`config.mk`:
```
export PLATFORM = sky130hd
export DESIGN_NAME = mips_multicycle_control_flat
export DESIGN_NICKNAME = d
export VERILOG_FILES = /design/src/rtl/mips_mc_pkg.sv /design/src/rtl/mips_multicycle_control_if.sv /design/src/rtl/mips_multicycle_control_alu_decoder.sv /design/src/rtl/mips_multicycle_control.sv /design/src/flat_wrapper.sv
export SDC_FILE = /design/constraint.sdc
export NUM_CORES = 1
export LEC_CHECK = 0
export ABC_AREA = 1
export CORE_ASPECT_RATIO = 1.25
export CORE_MARGIN = 2
export CORE_UTILIZATION = 38
export CTS_CLUSTER_DIAMETER = 50
export DETAILED_ROUTE_END_ITERATION = 10
export PLACE_DENSITY = 0.76
export SLEW_MARGIN = 25
export SYNTH_ARGS = -nofsm -noshare
export SYNTH_HDL_FRONTEND = slang
export SYNTH_HIERARCHICAL = 1
export SYNTH_SLANG_ARGS = --single-unit
```
`constraint.sdc`:
```
create_clock -name clk -period 1.1 [get_ports clk]
set_input_delay 0.165 -clock clk [delete_from_list [all_inputs] [get_ports clk]]
set_output_delay 0.165 -clock clk [all_outputs]
set_load 0.005 [all_outputs]
```
`src/rtl/mips_mc_pkg.sv`:
```
// Shared encodings for the multi-cycle MIPS control FSM:
// opcodes, funct codes, ALU codes, states and mux selects.
package mips_mc_pkg;

  localparam int OP_W    = 6;
  localparam int FUNCT_W = 6;
  localparam int ALUC_W  = 3;

  localparam logic [OP_W-1:0] OP_R    = 6'b000000;
  localparam logic [OP_W-1:0] OP_LW   = 6'b100011;
  localparam logic [OP_W-1:0] OP_SW   = 6'b101011;
  localparam logic [OP_W-1:0] OP_BEQ  = 6'b000100;
  localparam logic [OP_W-1:0] OP_BNE  = 6'b000101;
  localparam logic [OP_W-1:0] OP_ADDI = 6'b001000;
  localparam logic [OP_W-1:0] OP_J    = 6'b000010;

  localparam logic [FUNCT_W-1:0] FN_ADD = 6'b100000;
  localparam logic [FUNCT_W-1:0] FN_SUB = 6'b100010;
  localparam logic [FUNCT_W-1:0] FN_AND = 6'b100100;
  localparam logic [FUNCT_W-1:0] FN_OR  = 6'b100101;
  localparam logic [FUNCT_W-1:0] FN_SLT = 6'b101010;

  localparam logic [ALUC_W-1:0] ALU_AND = 3'b000;
  localparam logic [ALUC_W-1:0] ALU_OR  = 3'b001;
  localparam logic [ALUC_W-1:0] ALU_ADD = 3'b010;
  localparam logic [ALUC_W-1:0] ALU_SUB = 3'b110;
  localparam logic [ALUC_W-1:0] ALU_SLT = 3'b111;

  typedef enum logic [3:0] {
    S_FETCH,
    S_DECODE,
    S_MEMADR,
    S_MEMRD,
    S_MEMWB,
    S_MEMWR,
    S_EXEC,
    S_ALUWB,
    S_BRANCH,
    S_ADDIEX,
    S_ADDIWB,
    S_JUMP
  } state_e;

  typedef enum logic [1:0] {
    SRCB_B     = 2'b00,
    SRCB_4     = 2'b01,
    SRCB_IMM   = 2'b10,
    SRCB_IMMSH = 2'b11
  } srcb_e;

  typedef enum logic [1:0] {
    PC_ALU    = 2'b00,
    PC_ALUOUT = 2'b01,
    PC_JUMP   = 2'b10
  } pcsrc_e;

  typedef struct packed {
    logic              mem_req;
    logic              iord;
    logic              mem_write;
    logic              ir_write;
    logic              pc_en;
    logic [1:0]        pc_src;
    logic              reg_dst;
    logic              mem_to_reg;
    logic              reg_write;
    logic              alu_src_a;
    logic [1:0]        alu_src_b;
    logic [ALUC_W-1:0] alu_control;
    logic              illegal;
    logic              instr_done;
  } ctrl_t;

endpackage

```
`src/rtl/mips_multicycle_control_if.sv`:
```
// Bundle between the instruction register/datapath and the
// control FSM. master = control side, slave = datapath side.
interface mips_multicycle_control_if;
  import mips_mc_pkg::*;

  logic [OP_W-1:0]    opcode;
  logic [FUNCT_W-1:0] funct;
  logic               zero;
  logic               mem_ready;

  logic               mem_req;
  logic               iord;
  logic               mem_write;
  logic               ir_write;
  logic               pc_en;
  logic [1:0]         pc_src;
  logic               reg_dst;
  logic               mem_to_reg;
  logic               reg_write;
  logic               alu_src_a;
  logic [1:0]         alu_src_b;
  logic [ALUC_W-1:0]  alu_control;
  logic               illegal;
  logic               instr_done;

  modport master (
    input  opcode, funct, zero, mem_ready,
    output mem_req, iord, mem_write, ir_write,
    output pc_en, pc_src, reg_dst, mem_to_reg,
    output reg_write, alu_src_a, alu_src_b,
    output alu_control, illegal, instr_done
  );

  modport slave (
    output opcode, funct, zero, mem_ready,
    input  mem_req, iord, mem_write, ir_write,
    input  pc_en, pc_src, reg_dst, mem_to_reg,
    input  reg_write, alu_src_a, alu_src_b,
    input  alu_control, illegal, instr_done
  );

endinterface

```
`src/rtl/mips_multicycle_control_alu_decoder.sv`:
```
// R-type funct to ALU operation; unknown funct falls back
// to ADD and flags funct_illegal_o.
module mc_alu_decoder
  import mips_mc_pkg::*;
(
  input  logic [FUNCT_W-1:0] funct_i,
  output logic [ALUC_W-1:0]  alu_control_o,
  output logic               funct_illegal_o
);

  always_comb begin
    alu_control_o   = ALU_ADD;
    funct_illegal_o = 1'b0;
    unique case (1'b1)
      (funct_i == FN_ADD): alu_control_o = ALU_ADD;
      (funct_i == FN_SUB): alu_control_o = ALU_SUB;
      (funct_i == FN_AND): alu_control_o = ALU_AND;
      (funct_i == FN_OR):  alu_control_o = ALU_OR;
      (funct_i == FN_SLT): alu_control_o = ALU_SLT;
      default:             funct_illegal_o = 1'b1;
    endcase
  end

endmodule

```
`src/rtl/mips_multicycle_control.sv`:
```
// Multi-cycle MIPS control FSM: sequences fetch, decode,
// execute, memory and writeback over one memory port.
module mips_multicycle_control
  import mips_mc_pkg::*;
(
  input  logic                       clk,
  input  logic                       rst_n,
  mips_multicycle_control_if.master  bus
);

  state_e            state_q;
  state_e            state_d;
  ctrl_t             c;
  ctrl_t             g;
  logic [ALUC_W-1:0] alu_fn;
  logic              fn_bad;

  mc_alu_decoder u_dec (
    .funct_i         (bus.funct),
    .alu_control_o   (alu_fn),
    .funct_illegal_o (fn_bad)
  );

  always_ff @(posedge clk or negedge rst_n) begin
    if (!rst_n) state_q <= S_FETCH;
    else        state_q <= state_d;
  end

  always_comb begin
    state_d       = state_q;
    c             = '0;
    c.alu_control = ALU_ADD;
    unique case (state_q)
      S_FETCH: begin
        c.mem_req   = 1'b1;
        c.alu_src_b = SRCB_4;
        c.pc_src    = PC_ALU;
        c.ir_write  = bus.mem_ready;
        c.pc_en     = bus.mem_ready;
        if (bus.mem_ready) state_d = S_DECODE;
      end
      S_DECODE: begin
        c.alu_src_b = SRCB_IMMSH;
        unique case (bus.opcode)
          OP_LW, OP_SW:   state_d = S_MEMADR;
          OP_R:           state_d = S_EXEC;
          OP_BEQ, OP_BNE: state_d = S_BRANCH;
          OP_ADDI:        state_d = S_ADDIEX;
          OP_J:           state_d = S_JUMP;
          default: begin
            c.illegal = 1'b1;
            state_d   = S_FETCH;
          end
        endcase
      end
      S_MEMADR: begin
        c.alu_src_a = 1'b1;
        c.alu_src_b = SRCB_IMM;
        state_d = (bus.opcode == OP_SW) ? S_MEMWR : S_MEMRD;
      end
      S_MEMRD: begin
        c.mem_req = 1'b1;
        c.iord    = 1'b1;
        if (bus.mem_ready) state_d = S_MEMWB;
      end
      S_MEMWB: begin
        c.reg_write  = 1'b1;
        c.mem_to_reg = 1'b1;
        c.instr_done = 1'b1;
        state_d      = S_FETCH;
      end
      S_MEMWR: begin
        c.mem_req    = 1'b1;
        c.iord       = 1'b1;
        c.mem_write  = bus.mem_ready;
        c.instr_done = bus.mem_ready;
        if (bus.mem_ready) state_d = S_FETCH;
      end
      S_EXEC: begin
        c.alu_src_a   = 1'b1;
        c.alu_src_b   = SRCB_B;
        c.alu_control = alu_fn;
        c.illegal     = fn_bad;
        state_d       = fn_bad ? S_FETCH : S_ALUWB;
      end
      S_ALUWB: begin
        c.reg_write  = 1'b1;
        c.reg_dst    = 1'b1;
        c.instr_done = 1'b1;
        state_d      = S_FETCH;
      end
      S_BRANCH: begin
        c.alu_src_a   = 1'b1;
        c.alu_src_b   = SRCB_B;
        c.alu_control = ALU_SUB;
        c.pc_src      = PC_ALUOUT;
        c.pc_en       = (bus.opcode == OP_BNE) ? ~bus.zero
                                               : bus.zero;
        c.instr_done  = 1'b1;
        state_d       = S_FETCH;
      end
      S_ADDIEX: begin
        c.alu_src_a = 1'b1;
        c.alu_src_b = SRCB_IMM;
        state_d     = S_ADDIWB;
      end
      S_ADDIWB: begin
        c.reg_write  = 1'b1;
        c.instr_done = 1'b1;
        state_d      = S_FETCH;
      end
      S_JUMP: begin
        c.pc_src     = PC_JUMP;
        c.pc_en      = 1'b1;
        c.instr_done = 1'b1;
        state_d      = S_FETCH;
      end
      default: state_d = S_FETCH;
    endcase
  end

  // Reset must silence every strobe at once, not at the next edge.
  assign g = rst_n ? c : '0;

  assign bus.mem_req     = g.mem_req;
  assign bus.iord        = g.iord;
  assign bus.mem_write   = g.mem_write;
  assign bus.ir_write    = g.ir_write;
  assign bus.pc_en       = g.pc_en;
  assign bus.pc_src      = g.pc_src;
  assign bus.reg_dst     = g.reg_dst;
  assign bus.mem_to_reg  = g.mem_to_reg;
  assign bus.reg_write   = g.reg_write;
  assign bus.alu_src_a   = g.alu_src_a;
  assign bus.alu_src_b   = g.alu_src_b;
  assign bus.alu_control = g.alu_control;
  assign bus.illegal     = g.illegal;
  assign bus.instr_done  = g.instr_done;

endmodule

```
`src/flat_wrapper.sv`:
```
// flat-port wrapper written by rule: the top's interface ports become plain ports
module mips_multicycle_control_flat import mips_mc_pkg::*;
  (clk, rst_n, bus_opcode, bus_funct, bus_zero, bus_mem_ready, bus_mem_req, bus_iord, bus_mem_write, bus_ir_write, bus_pc_en, bus_pc_src, bus_reg_dst, bus_mem_to_reg, bus_reg_write, bus_alu_src_a, bus_alu_src_b, bus_alu_control, bus_illegal, bus_instr_done);
  mips_multicycle_control_if bus_i ();
  input  logic clk;
  input  logic rst_n;
  input wire logic [$bits(bus_i.opcode)-1:0] bus_opcode;
  input wire logic [$bits(bus_i.funct)-1:0] bus_funct;
  input wire logic [$bits(bus_i.zero)-1:0] bus_zero;
  input wire logic [$bits(bus_i.mem_ready)-1:0] bus_mem_ready;
  output wire logic [$bits(bus_i.mem_req)-1:0] bus_mem_req;
  output wire logic [$bits(bus_i.iord)-1:0] bus_iord;
  output wire logic [$bits(bus_i.mem_write)-1:0] bus_mem_write;
  output wire logic [$bits(bus_i.ir_write)-1:0] bus_ir_write;
  output wire logic [$bits(bus_i.pc_en)-1:0] bus_pc_en;
  output wire logic [$bits(bus_i.pc_src)-1:0] bus_pc_src;
  output wire logic [$bits(bus_i.reg_dst)-1:0] bus_reg_dst;
  output wire logic [$bits(bus_i.mem_to_reg)-1:0] bus_mem_to_reg;
  output wire logic [$bits(bus_i.reg_write)-1:0] bus_reg_write;
  output wire logic [$bits(bus_i.alu_src_a)-1:0] bus_alu_src_a;
  output wire logic [$bits(bus_i.alu_src_b)-1:0] bus_alu_src_b;
  output wire logic [$bits(bus_i.alu_control)-1:0] bus_alu_control;
  output wire logic [$bits(bus_i.illegal)-1:0] bus_illegal;
  output wire logic [$bits(bus_i.instr_done)-1:0] bus_instr_done;
  assign bus_i.opcode = bus_opcode;
  assign bus_i.funct = bus_funct;
  assign bus_i.zero = bus_zero;
  assign bus_i.mem_ready = bus_mem_ready;
  assign bus_mem_req = bus_i.mem_req;
  assign bus_iord = bus_i.iord;
  assign bus_mem_write = bus_i.mem_write;
  assign bus_ir_write = bus_i.ir_write;
  assign bus_pc_en = bus_i.pc_en;
  assign bus_pc_src = bus_i.pc_src;
  assign bus_reg_dst = bus_i.reg_dst;
  assign bus_mem_to_reg = bus_i.mem_to_reg;
  assign bus_reg_write = bus_i.reg_write;
  assign bus_alu_src_a = bus_i.alu_src_a;
  assign bus_alu_src_b = bus_i.alu_src_b;
  assign bus_alu_control = bus_i.alu_control;
  assign bus_illegal = bus_i.illegal;
  assign bus_instr_done = bus_i.instr_done;
  mips_multicycle_control u_core (.clk(clk), .rst_n(rst_n), .bus(bus_i));
endmodule
```
==> impl_results.md <==
- Vias in the first global route: around 1400
- Routability congestion estimate: around 0.83
- HP Class: in2async
- Num CTS Buffers: 3
- Proportion of layout cells with a drive suffix above 1: 0.6163
- Clk_skew: 0.008746 ns
- Final worst path period share: 1.536
- WS Path Type: reg2out
- CP Launch Point: u_core/state_q[3]
- Post-Route Utilization: 0.8965
- DRC errors left: 0
- Metal1 wirelength: around 1.7 mm
- Commonest non-fill, non-tap cell in the layout: buf_4
- Yosys reg bits: 4
- Drt pass-1 iters: 4
- Rows: 18
- Synth warn: 6
- Startpoint Class: flop
- Largest register by flop count: u_core/state_q
- Slowest CP cell: dfrtp_2
- Final hold vios: 0
- Largest net degree at the start of global routing: 15
- Worst-path clk slew: around 0.040 ns
- # diodes: 0
- Crit path time final: roughly 1.7 ns
- Worst R2R Start: u_core/state_q[0]
- Pwr/cell area: 1570 nW/um2
- FF-to-FF End: u_core/state_q[2]
- Crit Path Max Fanout: 4
- Worst slew pin tran: 0.2674 ns
- Avg Inst Size Synth: about 5.1 um2
- Leak pwr: approximately 0.0010 uW
- DR vias: about 1400
- Simple-gate share of the synthesized area: 0.5748
- Mux cell area share after synthesis: 0
- Port Buffer Count: 33
- Detail Route met2 WL: around 2.3 mm
- WL final: ~4.5 mm
- Clock Path Buffers: 2
- Worst skew pair latency: roughly 0.25 ns
- Status: complete, but fails checks
- Post-Synth XOR/XNOR Area: 0
- DR vias/cell: roughly 5.5
- Top Layer Used: met4
- Area growth, synth to finish: 121.2%
- Core ar.: around 2000 um2
- Worst Setup EP: bus_instr_done
- DIE HEIGHT: 55.41 um
- Sink Count: 4
- Root buf cell: clkbuf_4
- Multi-input gate area: between 700 and 800 um2
- Die extent in x: roughly 45 um
- CTS H-tree lvls: 1
- DP Cell Count: roughly 240
- CTS tree: yes
- RSZ-0062 raised after global routing: true
- Cell variety after synth: 20
- Setup TNS: -10.01 ns
- Starting Density: 0.4053
- DR WL/cell: around 17 um
- GRT overflow: 0
- Total power: approximately 2800 uW
- Net Count, Synth: 173
- Antenna violations before repair: 0
- Cell Area, Synth: roughly 800 um2
- WP data arrival: ~1.5 ns
- CP peak stage delay: 0.44 ns
- Final cell count without fillers: approximately 270
- Worst Path Required: 0.94 ns
- Max reg flops: 4
- Register area share after synthesis: 0.1246
- Slew HR: 0.8215
- Die area: around 2500 um2
- CTS hold repair buffers: 0
- I/O pin cnt: 34
- Violated checks: setup timing
- Reg area: approximately 100 um2
- Routed length on met3: approximately 300 um
- First-pass GRT wire length: about 6 mm
- Combinational family with the most area after synthesis: simple AND/OR/NAND/NOR gates
- Cells after Synth: 157
- Post-Place Worst Slack: -0.8321 ns
- R2r setup slk: -0.37 ns
- First DRT Iteration DRCs: 64
- Total track usage: 0.3185
- DP HPWL: 2.133 mm
- Worst VDD drop: 0.001440 V
- Largest regs: u_core/state_q: 4 flops
- Fin. max-slew vios: 0
- Setup ws final: -0.5895 ns
- Fill count: 97
- Critical path capture point type: output pin
- CP cell instances: nor2_4 -> buf_6 -> nand2_4 -> nand2_4 -> nor2_4 -> a31oi_1 -> buf_2
- Max Cap Viol: 0
- Final setup vio count: 22
- Most frequent cells in the layout: buf_4 (36), nand2_1 (22), buf_2 (17), inv_1 (17), buf_6 (17)
- Post-Synth Adder-Cell Area: 0
- Worst reg2reg path depth: 10
- Post-DRT Antenna Nets: 0
- Maximum clock rate: between 500 and 600 MHz
- # nets final: 263
- Synth Area in Compound Gates: 0.1324
==> metrics by stage <==
step	hold slack, ns	instance area, um2
2_1_floorplan	-0.1306	808.3
3_3_place_gp	0.6187	1385
3_5_place_dp	0.6254	1385
4_1_cts	0.4037	1617
5_1_grt	0.4171	1777
6_report	0.4241	1777
==> final cells by class <==
type,count,share of cell area
Multi-Input combinational cell,117,0.4458
Sequential cell,4,0.05845
Tap cell,20,0.01408
Timing Repair Buffer,86,0.3866
Inverter,35,0.08239
Clock buffer,3,0.01268
==> report_power, final <==
part / total, uW / internal [uW] / leakage, uW / switching [uW]
clock: 189 / 122 / 0.0000138 / 67.0
sequential: 283 / 200 / 0.0000490 / 83.9
combinational: 2320 / 1140 / 0.000954 / 1180
total: 2790 / 1460 / 0.00102 / 1330
==> worst min-delay path by stage <==
stage | start | to | slack [ns] | depth (start not counted)
after floorplan | rst_n | u_core/state_q[0] | -0.13 | 0
after global placement | rst_n | u_core/state_q[1] | 0.62 | 3
after detailed placement | rst_n | u_core/state_q[1] | 0.63 | 3
after CTS | rst_n | u_core/state_q[3] | 0.40 | 3
after global routing | rst_n | u_core/state_q[3] | 0.42 | 3
final | rst_n | u_core/state_q[3] | 0.42 | 3
==> metal layers <==
metal,vias up,track usage
met5,-,0
met4,0,0.1176
met3,24,0.04248
met2,87,0.5816
met1,668,0.3506
li1,668,-
==> worst max-delay path, delay by kind of cell, from the launching register on <==
kind                   cells  cell delay [ns]
AOI/OAI and AO/OA          1             0.17
buffers and inverters      2             0.29
DFF                        1             0.44
and+or+nand+nor            4             0.37
==> synthesized netlist by cell type <==
cell type | n | share of area
nand2_1 | 41 | 0.19
inv_1 | 28 | 0.13
nor2_1 | 24 | 0.11
nand3_1 | 16 | 0.10
inv_2 | 7 | 0.033
o21ai_0 | 7 | 0.044
a21oi_1 | 6 | 0.037
nand2_2 | 5 | 0.039
dfrtp_1 | 4 | 0.12
nor2_2 | 4 | 0.031
nor2_4 | 4 | 0.056
a31oi_1 | 2 | 0.016
nand4_1 | 2 | 0.016
clkbuf_1 | 1 | 0.0047
nand2_4 | 1 | 0.014
nand3b_1 | 1 | 0.0093
nor3_1 | 1 | 0.0062
o211ai_1 | 1 | 0.0093
o211ai_2 | 1 | 0.016
o21ai_2 | 1 | 0.011
==> repair_timing <==
item | in CTS | in global routing
buffers inserted | 19 | 7
pin swaps | 25 | 19
endpoints found under the setup margin | 22 | 22
resized for setup | 139 | 43
==> cell families (layout without fill, tap and decap cells) <==
family	count (synthesis)	after routing
AND/OR/NAND/NOR	99	99
buffers and inverters	36	124
AO/OA/AOI/OAI	18	18
flip-flops	4	4
Power figures use the tool's default switching activity.
